`src/rtl/instruction_fetch_unit.sv`:
```
// ---------------------------------------------------------------------------
// instruction_fetch_unit
//
// Fetch stage in front of the decoder and immediate generator. It owns the
// fetch address, issues word requests to a variable-latency instruction
// memory, and holds the returned word on Instruction_bus_o until decode
// consumes it. Redirects from execute change the fetch address. Any fetch
// that is still in flight when a redirect arrives is drained and discarded.
//
// Ports
//   clk, reset         single clock; synchronous active-high reset
//   imem_req_o         fetch request, held until the memory answers
//   imem_addr_o        word-aligned fetch address (the address register)
//   imem_ready_i       memory response strobe; imem_rdata_i valid this cycle
//   imem_rdata_i       fetched instruction word
//   stall_i            decode is not consuming the held instruction
//   redirect_i         one-cycle request to change the fetch address
//   redirect_pc_i      redirect target (bits [1:0] forced to zero)
//   pc_o, pc_plus4_o   address of the held instruction, and that address + 4
//   Instruction_bus_o  held instruction, or NOP when nothing valid is held
//   op_o               opcode field of Instruction_bus_o
//   instr_valid_o      Instruction_bus_o carries a live fetched instruction
// ---------------------------------------------------------------------------
module instruction_fetch_unit (
  input  logic        clk,
  input  logic        reset,
  output logic        imem_req_o,
  output logic [31:0] imem_addr_o,
  input  logic        imem_ready_i,
  input  logic [31:0] imem_rdata_i,
  input  logic        stall_i,
  input  logic        redirect_i,
  input  logic [31:0] redirect_pc_i,
  output logic [31:0] pc_o,
  output logic [31:0] pc_plus4_o,
  output logic [31:0] Instruction_bus_o,
  output logic [6:0]  op_o,
  output logic        instr_valid_o
);

  localparam logic [31:0] RESET_PC  = 32'h0040_0000;
  localparam logic [31:0] NOP_INSTR = 32'h0000_0013;

  typedef enum logic [1:0] {
    FETCH = 2'd0,
    HOLD  = 2'd1,
    DRAIN = 2'd2
  } state_t;

  state_t      state_q, state_d;
  logic [31:0] addr_q, addr_d;
  logic [31:0] instr_q, instr_d;
  logic [31:0] pc_q, pc_d;
  logic [31:0] pending_q, pending_d;
  // Low during reset and for one cycle after it. The request is gated
  // with this flop so that it stays off while reset is high without a
  // combinational path from reset to the memory interface.
  logic        run_q, run_d;

  logic [31:0] target;

  assign target = redirect_pc_i & 32'hFFFF_FFFC;

  // State register. All registers reset together.
  always_ff @(posedge clk) begin
    if (reset) begin
      state_q   <= FETCH;
      addr_q    <= RESET_PC;
      instr_q   <= NOP_INSTR;
      pc_q      <= RESET_PC;
      pending_q <= 32'h0;
      run_q     <= 1'b0;
    end else begin
      state_q   <= state_d;
      addr_q    <= addr_d;
      instr_q   <= instr_d;
      pc_q      <= pc_d;
      pending_q <= pending_d;
      run_q     <= run_d;
    end
  end

  // Next-state logic and datapath updates.
  always_comb begin
    state_d   = state_q;
    addr_d    = addr_q;
    instr_d   = instr_q;
    pc_d      = pc_q;
    pending_d = pending_q;
    run_d     = 1'b1;

    case (state_q)
      FETCH: begin
        if (!run_q) begin
          // No request is outstanding yet, so a redirect can be applied
          // directly to the address register.
          if (redirect_i) addr_d = target;
        end else if (imem_ready_i) begin
          if (redirect_i) begin
            addr_d = target;
          end else begin
            instr_d = imem_rdata_i;
            pc_d    = addr_q;
            state_d = HOLD;
          end
        end else if (redirect_i) begin
          // The request must stay stable until it completes, so the
          // target waits in the pending register.
          pending_d = target;
          state_d   = DRAIN;
        end
      end
      HOLD: begin
        if (redirect_i) begin
          addr_d  = target;
          state_d = FETCH;
        end else if (!stall_i) begin
          addr_d  = addr_q + 32'd4;
          state_d = FETCH;
        end
      end
      DRAIN: begin
        if (imem_ready_i) begin
          addr_d  = redirect_i ? target : pending_q;
          state_d = FETCH;
        end else if (redirect_i) begin
          pending_d = target;
        end
      end
      default: begin
        state_d = FETCH;
      end
    endcase
  end

  // Outputs come from registered state only.
  always_comb begin
    imem_req_o        = run_q && ((state_q == FETCH) || (state_q == DRAIN));
    imem_addr_o       = addr_q;
    instr_valid_o     = (state_q == HOLD);
    Instruction_bus_o = instr_valid_o ? instr_q : NOP_INSTR;
    op_o              = Instruction_bus_o[6:0];
    pc_o              = pc_q;
    pc_plus4_o        = pc_q + 32'd4;
  end

endmodule

```
`config.mk`:
```
export PLATFORM = sky130hd
export DESIGN_NAME = instruction_fetch_unit
export DESIGN_NICKNAME = d
export VERILOG_FILES = /design/src/rtl/instruction_fetch_unit.sv
export SDC_FILE = /design/constraint.sdc
export NUM_CORES = 1
export LEC_CHECK = 0
export BUFFER_PORTS_ARGS = -buffer_cell sky130_fd_sc_hd__buf_2
export CAP_MARGIN = 20
export CORE_ASPECT_RATIO = 1.5
export CORE_MARGIN = 8
export CORE_UTILIZATION = 28
export CTS_BUF_LIST = sky130_fd_sc_hd__clkbuf_2 sky130_fd_sc_hd__clkbuf_4 sky130_fd_sc_hd__clkbuf_8
export CTS_CLUSTER_DIAMETER = 200
export CTS_CLUSTER_SIZE = 28
export DETAILED_ROUTE_END_ITERATION = 6
export GPL_TIMING_DRIVEN = 0
export HOLD_SLACK_MARGIN = 0.03
export PLACE_DENSITY = 0.61
export SLEW_MARGIN = 20
export SYNTH_ARGS = -nofsm -noshare
export SYNTH_HDL_FRONTEND = slang
export SYNTH_SLANG_ARGS = --single-unit
```
`constraint.sdc`:
```
create_clock -name clk -period 2.5 [get_ports clk]
set_input_delay 0.125 -clock clk [delete_from_list [all_inputs] [get_ports clk]]
set_output_delay 0.125 -clock clk [all_outputs]
set_load 0.1 [all_outputs]
```
==> results.txt, run 1 <==
register area share after synthesis: 38.09%
io pins: 206
failing checks: setup timing
Area contributors post-synth: dfxtp_1 38%, nand2_1 14%, a21oi_1 9.1%
syn_area_per_cell: 7.396 um2
port bufs: 201
first-pass GRT wire length: 43750 um
vias in the first global route: 7777
Fin. Hold Viols: 0
fraction of layout cells with a size suffix above 1: 30.93%
Post-DP HPWL: 22020 um
Final #Nets: 1297
Root Driver: clkbuf_8
Site Rows: 70
detailed router's first-iteration violation count: 495
Die H: 208.1 um
Syn Std Cell Area: 6885 um2
grt ovf: 0
Reg clk slew, reported paths: 70 ps
Final Worst Setup Slack: -103.4 ps
post-synth top area share: 38.09%
ANT nets after route: 0
synthesis-stage register bit count: 131
post-route insts no fill: 1560
Wirelength per Cell: 18.16 um
Slew @ Worst Pin: 713.5 ps
syn nets: 1006
Synth area leader: dfxtp_1
max cap viols: 0
crit-path max FO: 5
status: complete, but fails checks
Storage cell area: 2716 um2
area occupied by multi-input gates: 4398 um2
unrepaired setup endpoints after global routing: yes
CP endpoint kind: output pin
most frequent cell after synthesis: nand2_1
Tmin final: 2603 ps
gpl congestion: 0.9638
largest net degree at the start of global routing: 17
placed cell count: 1456
Post-Syn Instances: 931
Crit Path Class: reg2out
EDFF count, synth: 0
largest family of logic cells by synthesized area: simple AND/OR/NAND/NOR gates
Adder-Cell Fraction of Synth Area: 1.090%
fin crit share: 104.1%
number of fill cells: 2536
most frequent cells after synthesis: 255 x nand2_1, 131 x dfxtp_1, 125 x a21oi_1
Lkg Pwr: 4.217 nW
worst IR drop on VDD: 0.0002733 V
Max Freq: 384.1 MHz
H-tree levels: 4
DRT Pass-1 Iters: 6
initial antenna violation count: 1
CP arrival: 2480 ps
die width: 144.0 um
initial core utilization: 28.38%
Synth Warn #: 0
simple-gate share of the synthesized area: 28.33%
PD cells: 589.2 nW/um2
Final setup viols: 7
Tot GR Track Use: 18.89%
Synth cell types: 59
Critical Path Start Type: flip-flop
mux cell area share after synthesis: 0%
flop-to-flop setup slack: 90 ps
Compound-Gate Fraction of Synth Area: 20.81%
Synth Flop Type: dfxtp_1
CTS Buffer Depth: 2
Skew-Pair Late Insertion Delay: 460 ps
vias per cell: 4.973
via count: 7758
Final Skew: 10.13 ps
Max Slew Vio Count: 0
DRC Markers: 0
Post-Synth XOR/XNOR Area: 5.724%
area delta synth->final: 50.54%
CTS buffer count: 17
total power draw: 0.006107 W
share of flip-flops with an asynchronous set or reset: 0%
Hold WC Path Type: in2reg
area of the die: 29970 um2
Sink Count: 131
Slew HR: 52.43%
CTS tree: done
core footprint: 24260 um2
Critical Path RT: 2380 ps
WL final: 28330 um
## metal layers
layer	share of wire, %	track usage (%)
met1	36	19.37
met3	5.5	2.980
met4	5.2	11.29
met2	53	34.81
met5	0	0
## timing repair
action,4_1_cts,5_1_grt
resized for setup,88,19
pin swaps,4,3
hold buffers,63,0
cloned,0,0
buffers inserted,10,2
endpoints found under the setup margin,89,113
endpoints found under the hold margin,64,0
## where the power goes
group          internal (W)  switching, W
Sequential          0.00219      0.000176
Combinational      0.000429       0.00121
Clock               0.00123      0.000882
## cell usage in the layout, fill, tap and decap left out, types with 14 or more instances in the layout
master,count
nor2_1,29
inv_1,14
dfxtp_2,18
dfxtp_4,19
and2_1,28
buf_4,49
nand2_1,254
clkbuf_1,38
buf_2,163
o21ai_0,49
nand3_1,23
clkbuf_8,20
dlygate4sd3_1,63
dfxtp_1,94
a21oi_1,125
## sequential cells by signal, summed over array words and instances (netlist names)
name	cells
pending_q	32
pc_o	32
run_q	1
instr_q	32
state_q	2
imem_addr_o	32
## kinds of logic after synthesis
logic type	count (synthesis)
and+or+nand+nor	421
xor gates and xnor gates	45
adders and majority gates	6
DFF	131
buffers and inverters	89
AOI/OAI and AO/OA	239
## stage by stage
step                hold WS [ps]  utilization (%)  setup TNS (ps)  area [um2]  setup WS [ps]
detailed placement         341.6            36.55           -9578        8867         -362.4
global route               328.2            42.72           -1865       10360         -234.0
CTS                        239.9            42.38          -775.3       10280         -149.5
finish                     259.4            42.72          -506.7       10360         -103.4
global placement           335.9            36.55           -7847        8867         -320.0
floorplan                  249.2                -          -421.5        7456         -177.8
## critical path, cell delays in order, from the launching register on
cell     delay (ps)
dfxtp_4         390
ha_1            210
and2_2          250
nor2b_1         300
nand2_1          80
or2_2           330
xnor2_4         160
buf_4           300
## layout make-up
class / instances / area share [%]
Sequential cell: 131 / 26.21
Timing Repair Buffer: 276 / 19.00
Inverter: 14 / 0.5070
Tap cell: 324 / 3.911
Antenna cell: 1 / 0.02414
Buffer: 71 / 3.489
Clock buffer: 20 / 2.475
Multi-Input combinational cell: 711 / 42.43
Clock inverter: 12 / 1.956
## final timing paths
check | from | to | depth (start not counted)
worst max-delay path | pc_o[3] | pc_plus4_o[18] | 7
worst min-delay path | stall_i | state_q[1] | 7
worst max register to register | imem_addr_o[3] | imem_addr_o[30] | 7
worst min register to register | instr_q[3] | instr_q[3] | 2
(Power assumes the default switching activity.)
==> run 2, diff against run 1 <==
--- a/config.mk
+++ b/config.mk
@@ -15,8 +15,9 @@
 export CTS_CLUSTER_SIZE = 28
 export DETAILED_ROUTE_END_ITERATION = 6
 export GPL_TIMING_DRIVEN = 0
-export HOLD_SLACK_MARGIN = 0.03
-export PLACE_DENSITY = 0.61
+export HOLD_SLACK_MARGIN = 0.02
+export PLACE_DENSITY = 0.6
+export SETUP_SLACK_MARGIN = 0.15
 export SLEW_MARGIN = 20
 export SYNTH_ARGS = -nofsm -noshare
 export SYNTH_HDL_FRONTEND = slang
==> results.txt, run 2 (same netlist as run 1, synthesis figures left out) <==
status: complete, but fails checks
failing checks: setup timing
initial antenna violation count: 1
placed cell count: 1456
Fin. Hold Viols: 0
Net Sw Frac: 37.98%
Crit Path Class: reg2out
CP arrival: 2470 ps
Worst path max stage delay: 560 ps
total power draw: 0.006046 W
Tmin final: 2591 ps
Final #Nets: 1322
CP cell instances: nand4_1 -> or4_4 -> nand2b_4 -> nor2_4 -> nand4_1 -> xnor2_4 -> buf_12
largest net degree at the start of global routing: 17
CTS Buffer Depth: 2
post-route insts no fill: 1585
first-pass GRT wire length: 43630 um
via count: 7841
Wirelength per Cell: 18.28 um
detailed router's first-iteration violation count: 438
Site Rows: 70
CTS buffer count: 17
sequential share of power: 39.1%
Tot GR Track Use: 18.99%
die width: 144.0 um
commonest non-fill, non-tap cell in the layout: nand2_1
Max Freq: 386.0 MHz
Top cell by count, worst path: nand4_1
DRC Markers: 0
fraction of layout cells with a size suffix above 1: 34.76%
crit-path max FO: 3
DRT Pass-1 Iters: 5
Critical Path RT: 2380 ps
Final setup viols: 6
Slew @ Worst Pin: 699.7 ps
P_int: 0.003750 W
Sw Pwr: 0.002297 W
Clk pwr share: 32.9%
commonest cells after routing, fill and taps aside: 251 x nand2_1, 150 x buf_2, 120 x a21oi_1
Slew HR: 53.35%
Logic pwr share: 28.0%
Final Skew: 12.42 ps
gpl congestion: 0.9470
Reg clk slew, reported paths: 80 ps
Skew-Pair Late Insertion Delay: 460 ps
Hold WC Path Type: in2reg
pre-CTS setup slack: -391.7 ps
fin crit share: 103.6%
Lkg Pwr: 4.363 nW
io pins: 206
area delta synth->final: 57.41%
vias in the first global route: 7777
worst IR drop on VDD: 0.0002697 V
ANT nets after route: 0
CP endpoint kind: output pin
Root Driver: clkbuf_8
Post-DP HPWL: 22080 um
Top delay family on crit path: simple AND/OR/NAND/NOR gates
grt ovf: 0
core footprint: 24260 um2
H-tree levels: 4
WL final: 28980 um
Slowest-stage cell, CP: or4_4
Max Slew Vio Count: 0
vias per cell: 4.947
unrepaired setup endpoints after global routing: yes
port bufs: 201
fin util: 44.67%
flop-to-flop setup slack: 240 ps
Critical Path Start Type: flip-flop
area of the die: 29970 um2
Die H: 208.1 um
WP buf/inv: 1
initial core utilization: 28.38%
Final Worst Setup Slack: -90.60 ps
PD cells: 557.9 nW/um2
CTS tree: done
Sink Count: 131
max cap viols: 0
[run 2: changes by cell type in the layout (fill, tap and decap cells not counted), moves of 7 or more]
cell | previous run | this run
buf_12 | 8 | 15
clkbuf_4 | 7 | 17
buf_4 | 49 | 63
dfxtp_2 | 18 | 27
buf_2 | 163 | 150
dfxtp_1 | 94 | 81
[run 2: power groups by stage]
stage | clock (W) | sequential [W] | combinational [W]
2_1_floorplan | 0 | 0.00286 | 0.000639
3_3_place_gp | 0 | 0.00241 | 0.00150
3_5_place_dp | 0 | 0.00242 | 0.00151
4_1_cts | 0.00203 | 0.00236 | 0.00163
5_1_grt | 0.00211 | 0.00238 | 0.00178
6_report | 0.00199 | 0.00237 | 0.00169
[run 2: final cells by class]
| class | count | area (um2) |
|---|---|---|
| fillers | 2431 | 13420 |
| multi-input cells | 711 | 4517 |
| flip-flops and latches | 131 | 2743 |
| repair buffers | 297 | 2278 |
| plain buffers | 75 | 411.6 |
| well taps | 324 | 405.4 |
| clock buffers | 18 | 241.5 |
| clock inverters | 14 | 186.4 |
| inverters | 14 | 52.55 |
| diodes | 1 | 2.502 |
[run 2: worst paths after layout]
path	from	end	depth (start not counted)
hold reg to reg	instr_q[24]	instr_q[24]	2
setup reg to reg	imem_addr_o[4]	imem_addr_o[23]	7
setup / recovery	pc_o[15]	pc_plus4_o[30]	7
hold / removal	stall_i	state_q[1]	7
[run 2: layer usage]
metal	track usage, %	up-vias	share of wire [%]
li1	-	3826	-
met1	19.07	3648	36
met2	34.47	294	53
met3	3.369	73	5.5
met4	13.03	0	5.5
met5	0	-	0
[run 2: worst min-delay path: cells and delay by family]
kind                   cells  cell delay [ps]
AO/OA/AOI/OAI              4              370
buffers and inverters      1               70
AND/OR/NAND/NOR            2              150
[run 2: timing repair]
| action | CTS | global route |
|---|---|---|
| hold buffers | 63 | 0 |
| hold endpoints to repair | 64 | 0 |
| pin swaps | 10 | 19 |
| buffers inserted | 17 | 16 |
| setup endpoints to repair | 153 | 88 |
| gates resized for setup | 139 | 60 |
[run 2: per-stage QoR]
| stage | setup TNS [ps] | instance area (um2) | hold WS, ps |
|---|---|---|---|
| 2_1_floorplan | -207.5 | 7476 | 249.2 |
| 3_3_place_gp | -9296 | 8887 | 337.1 |
| 3_5_place_dp | -9645 | 8887 | 340.9 |
| 4_1_cts | -961.2 | 10530 | 242.0 |
| 5_1_grt | -1561 | 10840 | 315.9 |
| 6_report | -391.8 | 10840 | 288.7 |
==> run 3, diff against run 2 <==
--- a/config.mk
+++ b/config.mk
@@ -5,6 +5,7 @@
 export SDC_FILE = /design/constraint.sdc
 export NUM_CORES = 1
 export LEC_CHECK = 0
+export ABC_AREA = 1
 export BUFFER_PORTS_ARGS = -buffer_cell sky130_fd_sc_hd__buf_2
 export CAP_MARGIN = 20
 export CORE_ASPECT_RATIO = 1.5
@@ -16,7 +17,7 @@
 export DETAILED_ROUTE_END_ITERATION = 6
 export GPL_TIMING_DRIVEN = 0
 export HOLD_SLACK_MARGIN = 0.02
-export PLACE_DENSITY = 0.6
+export PLACE_DENSITY = 0.59
 export SETUP_SLACK_MARGIN = 0.15
 export SLEW_MARGIN = 20
 export SYNTH_ARGS = -nofsm -noshare
==> results.txt, run 3 <==
CP endpoint kind: output pin
status: complete, no violations
gpl congestion: 0.9272
CTS buffer count: 17
area occupied by multi-input gates: 4750 um2
largest net degree at the start of global routing: 17
placed cell count: 1748
Compound-Gate Fraction of Synth Area: 17.75%
total power draw: 0.008512 W
Slew HR: 52.80%
H-tree levels: 4
Area contributors post-synth: dfxtp_1 35%, nand2_1 17%, o21ai_0 9.2%
largest family of logic cells by synthesized area: simple AND/OR/NAND/NOR gates
Final setup viols: 0
via count: 8992
Critical Path RT: 2380 ps
Final #Nets: 1590
Hold WC Path Type: in2reg
Slew @ Worst Pin: 708.0 ps
syn nets: 1283
fraction of layout cells with a size suffix above 1: 27.37%
CTS Buffer Depth: 2
Skew-Pair Late Insertion Delay: 470 ps
io pins: 206
Syn Std Cell Area: 7533 um2
PD cells: 757.6 nW/um2
Synth Flop Type: dfxtp_1
Lkg Pwr: 5.260 nW
WL final: 31500 um
Reg clk slew, reported paths: 70 ps
fin crit share: 96.35%
Sink Count: 131
pre-CTS setup slack: 81.26 ps
Fin. Hold Viols: 0
DRT Pass-1 Iters: 5
most frequent cells after synthesis: 334 x nand2_1, 181 x nor2_1, 138 x o21ai_0
most frequent cell after synthesis: nand2_1
unrepaired setup endpoints after global routing: yes
Final Skew: 16.93 ps
Die H: 216.9 um
EDFF count, synth: 0
commonest cells after routing, fill and taps aside: 330 x nand2_1, 187 x buf_2, 172 x nor2_1
Crit Path Class: reg2out
detailed router's first-iteration violation count: 526
Tmin final: 2409 ps
CP arrival: 2280 ps
fin util: 42.42%
worst IR drop on VDD: 0.0004802 V
Max Freq: 415.2 MHz
initial antenna violation count: 1
number of fill cells: 2800
grt ovf: 0
DRC Markers: 0
Synth cell types: 33
post-synth top area share: 34.81%
mux cell area share after synthesis: 0%
port bufs: 203
Final Worst Setup Slack: 91.34 ps
share of flip-flops with an asynchronous set or reset: 0%
simple-gate share of the synthesized area: 32.25%
ANT nets after route: 0
Wirelength per Cell: 16.89 um
area of the die: 32520 um2
Site Rows: 73
TNS Setup: 0 ps
initial core utilization: 28.44%
Max Slew Vio Count: 0
max cap viols: 0
Tot GR Track Use: 18.84%
crit-path max FO: 4
die width: 149.9 um
area delta synth->final: 49.14%
synthesis-stage register bit count: 131
vias in the first global route: 9005
Critical Path Start Type: flip-flop
first-pass GRT wire length: 47910 um
Post-Syn Instances: 1208
core footprint: 26490 um2
register area share after synthesis: 34.81%
Synth area leader: dfxtp_1
commonest non-fill, non-tap cell in the layout: nand2_1
Root Driver: clkbuf_8
syn_area_per_cell: 6.236 um2
CTS tree: done
Post-Synth XOR/XNOR Area: 4.185%
Post-DP HPWL: 24350 um
vias per cell: 4.821
post-route insts no fill: 1865
Storage cell area: 2704 um2
Synth Warn #: 0
Adder-Cell Fraction of Synth Area: 0.9965%
run 3: cell types whose count changed in the layout (fill, tap and decap cells not counted), sizes merged, moves of 11 or more:
cell | before | now
a22o | 11 | 0
a21oi | 125 | 78
xnor2 | 29 | 8
inv | 15 | 103
clkinvlp | 3 | 17
a222oi | 11 | 0
nand3b | 0 | 11
nor2 | 38 | 190
nand2 | 255 | 337
and2 | 34 | 0
clkbuf | 81 | 67
and3 | 12 | 0
xor2 | 16 | 28
o21ai | 49 | 160
run 3: path summary, 6_finish.rpt:
check                 from             end  slack, ps  depth (start not counted)
min reg2reg  pending_q[12]   pending_q[12]        450                          2
max                pc_o[3]  pc_plus4_o[22]         90                         10
min           imem_ready_i    pending_q[2]         40                          3
max reg2reg     state_q[0]  imem_addr_o[6]        300                         10
run 3: kinds of logic after synthesis:
family	Yosys count
adders and majority gates	6
buffers and inverters	185
DFF	131
xor gates and xnor gates	36
AOI/OAI and AO/OA	258
and+or+nand+nor	592
run 3: repair_timing:
item | in CTS | in global routing
endpoints found under the hold margin | 57 | 0
pin swaps | 11 | 14
hold buffers | 57 | 0
gates resized for setup | 74 | 64
setup buffers | 16 | 12
cloned | 0 | 0
endpoints found under the setup margin | 54 | 110
run 3: worst max-delay path, cell delays in order (launching register included):
cell and delay, ps:
dfxtp_4 380, ha_4 150, nand2_4 70, nor3_4 170
nand3b_4 110, nor2_4 140, nand2_4 90, nor2_4 200
buf_12 140, xor2_4 160, buf_12 190
run 3: report_power, final:
group / total, W / leakage, nW / internal, W / switching, W
logic: 0.00369 / 3.95 / 0.000837 / 0.00285
clock network: 0.00201 / 0.212 / 0.00113 / 0.000879
registers: 0.00281 / 1.09 / 0.00239 / 0.000423
run 3: final cells by class:
cell class                 count  share of cell area, %
timing repair buffer         288                  18.75
antenna                        1                0.02227
buffer                        68                  2.951
clock buffer                  21                  2.405
multi-input combinational    892                  42.27
clock inverter                10                  1.403
inverter                     117                  4.376
sequential                   131                  24.06
tap                          337                  3.753
run 3: metal layers:
layer | vias to the layer above | GRT usage (%) | part of all wire, %
met5 | - | 0 | 0
met4 | 0 | 11.00 | 4.5
met3 | 80 | 3.011 | 4.8
met2 | 271 | 34.13 | 53
met1 | 4187 | 20.12 | 38
li1 | 4454 | - | -
run 3: stage by stage:
stage / area, um2 / hold WS (ps)
detailed placement: 9518 / 344.7
global placement: 9518 / 342.2
global route: 11240 / 34.64
finish: 11240 / 44.52
floorplan: 8080 / 197.4
CTS: 10930 / 28.94
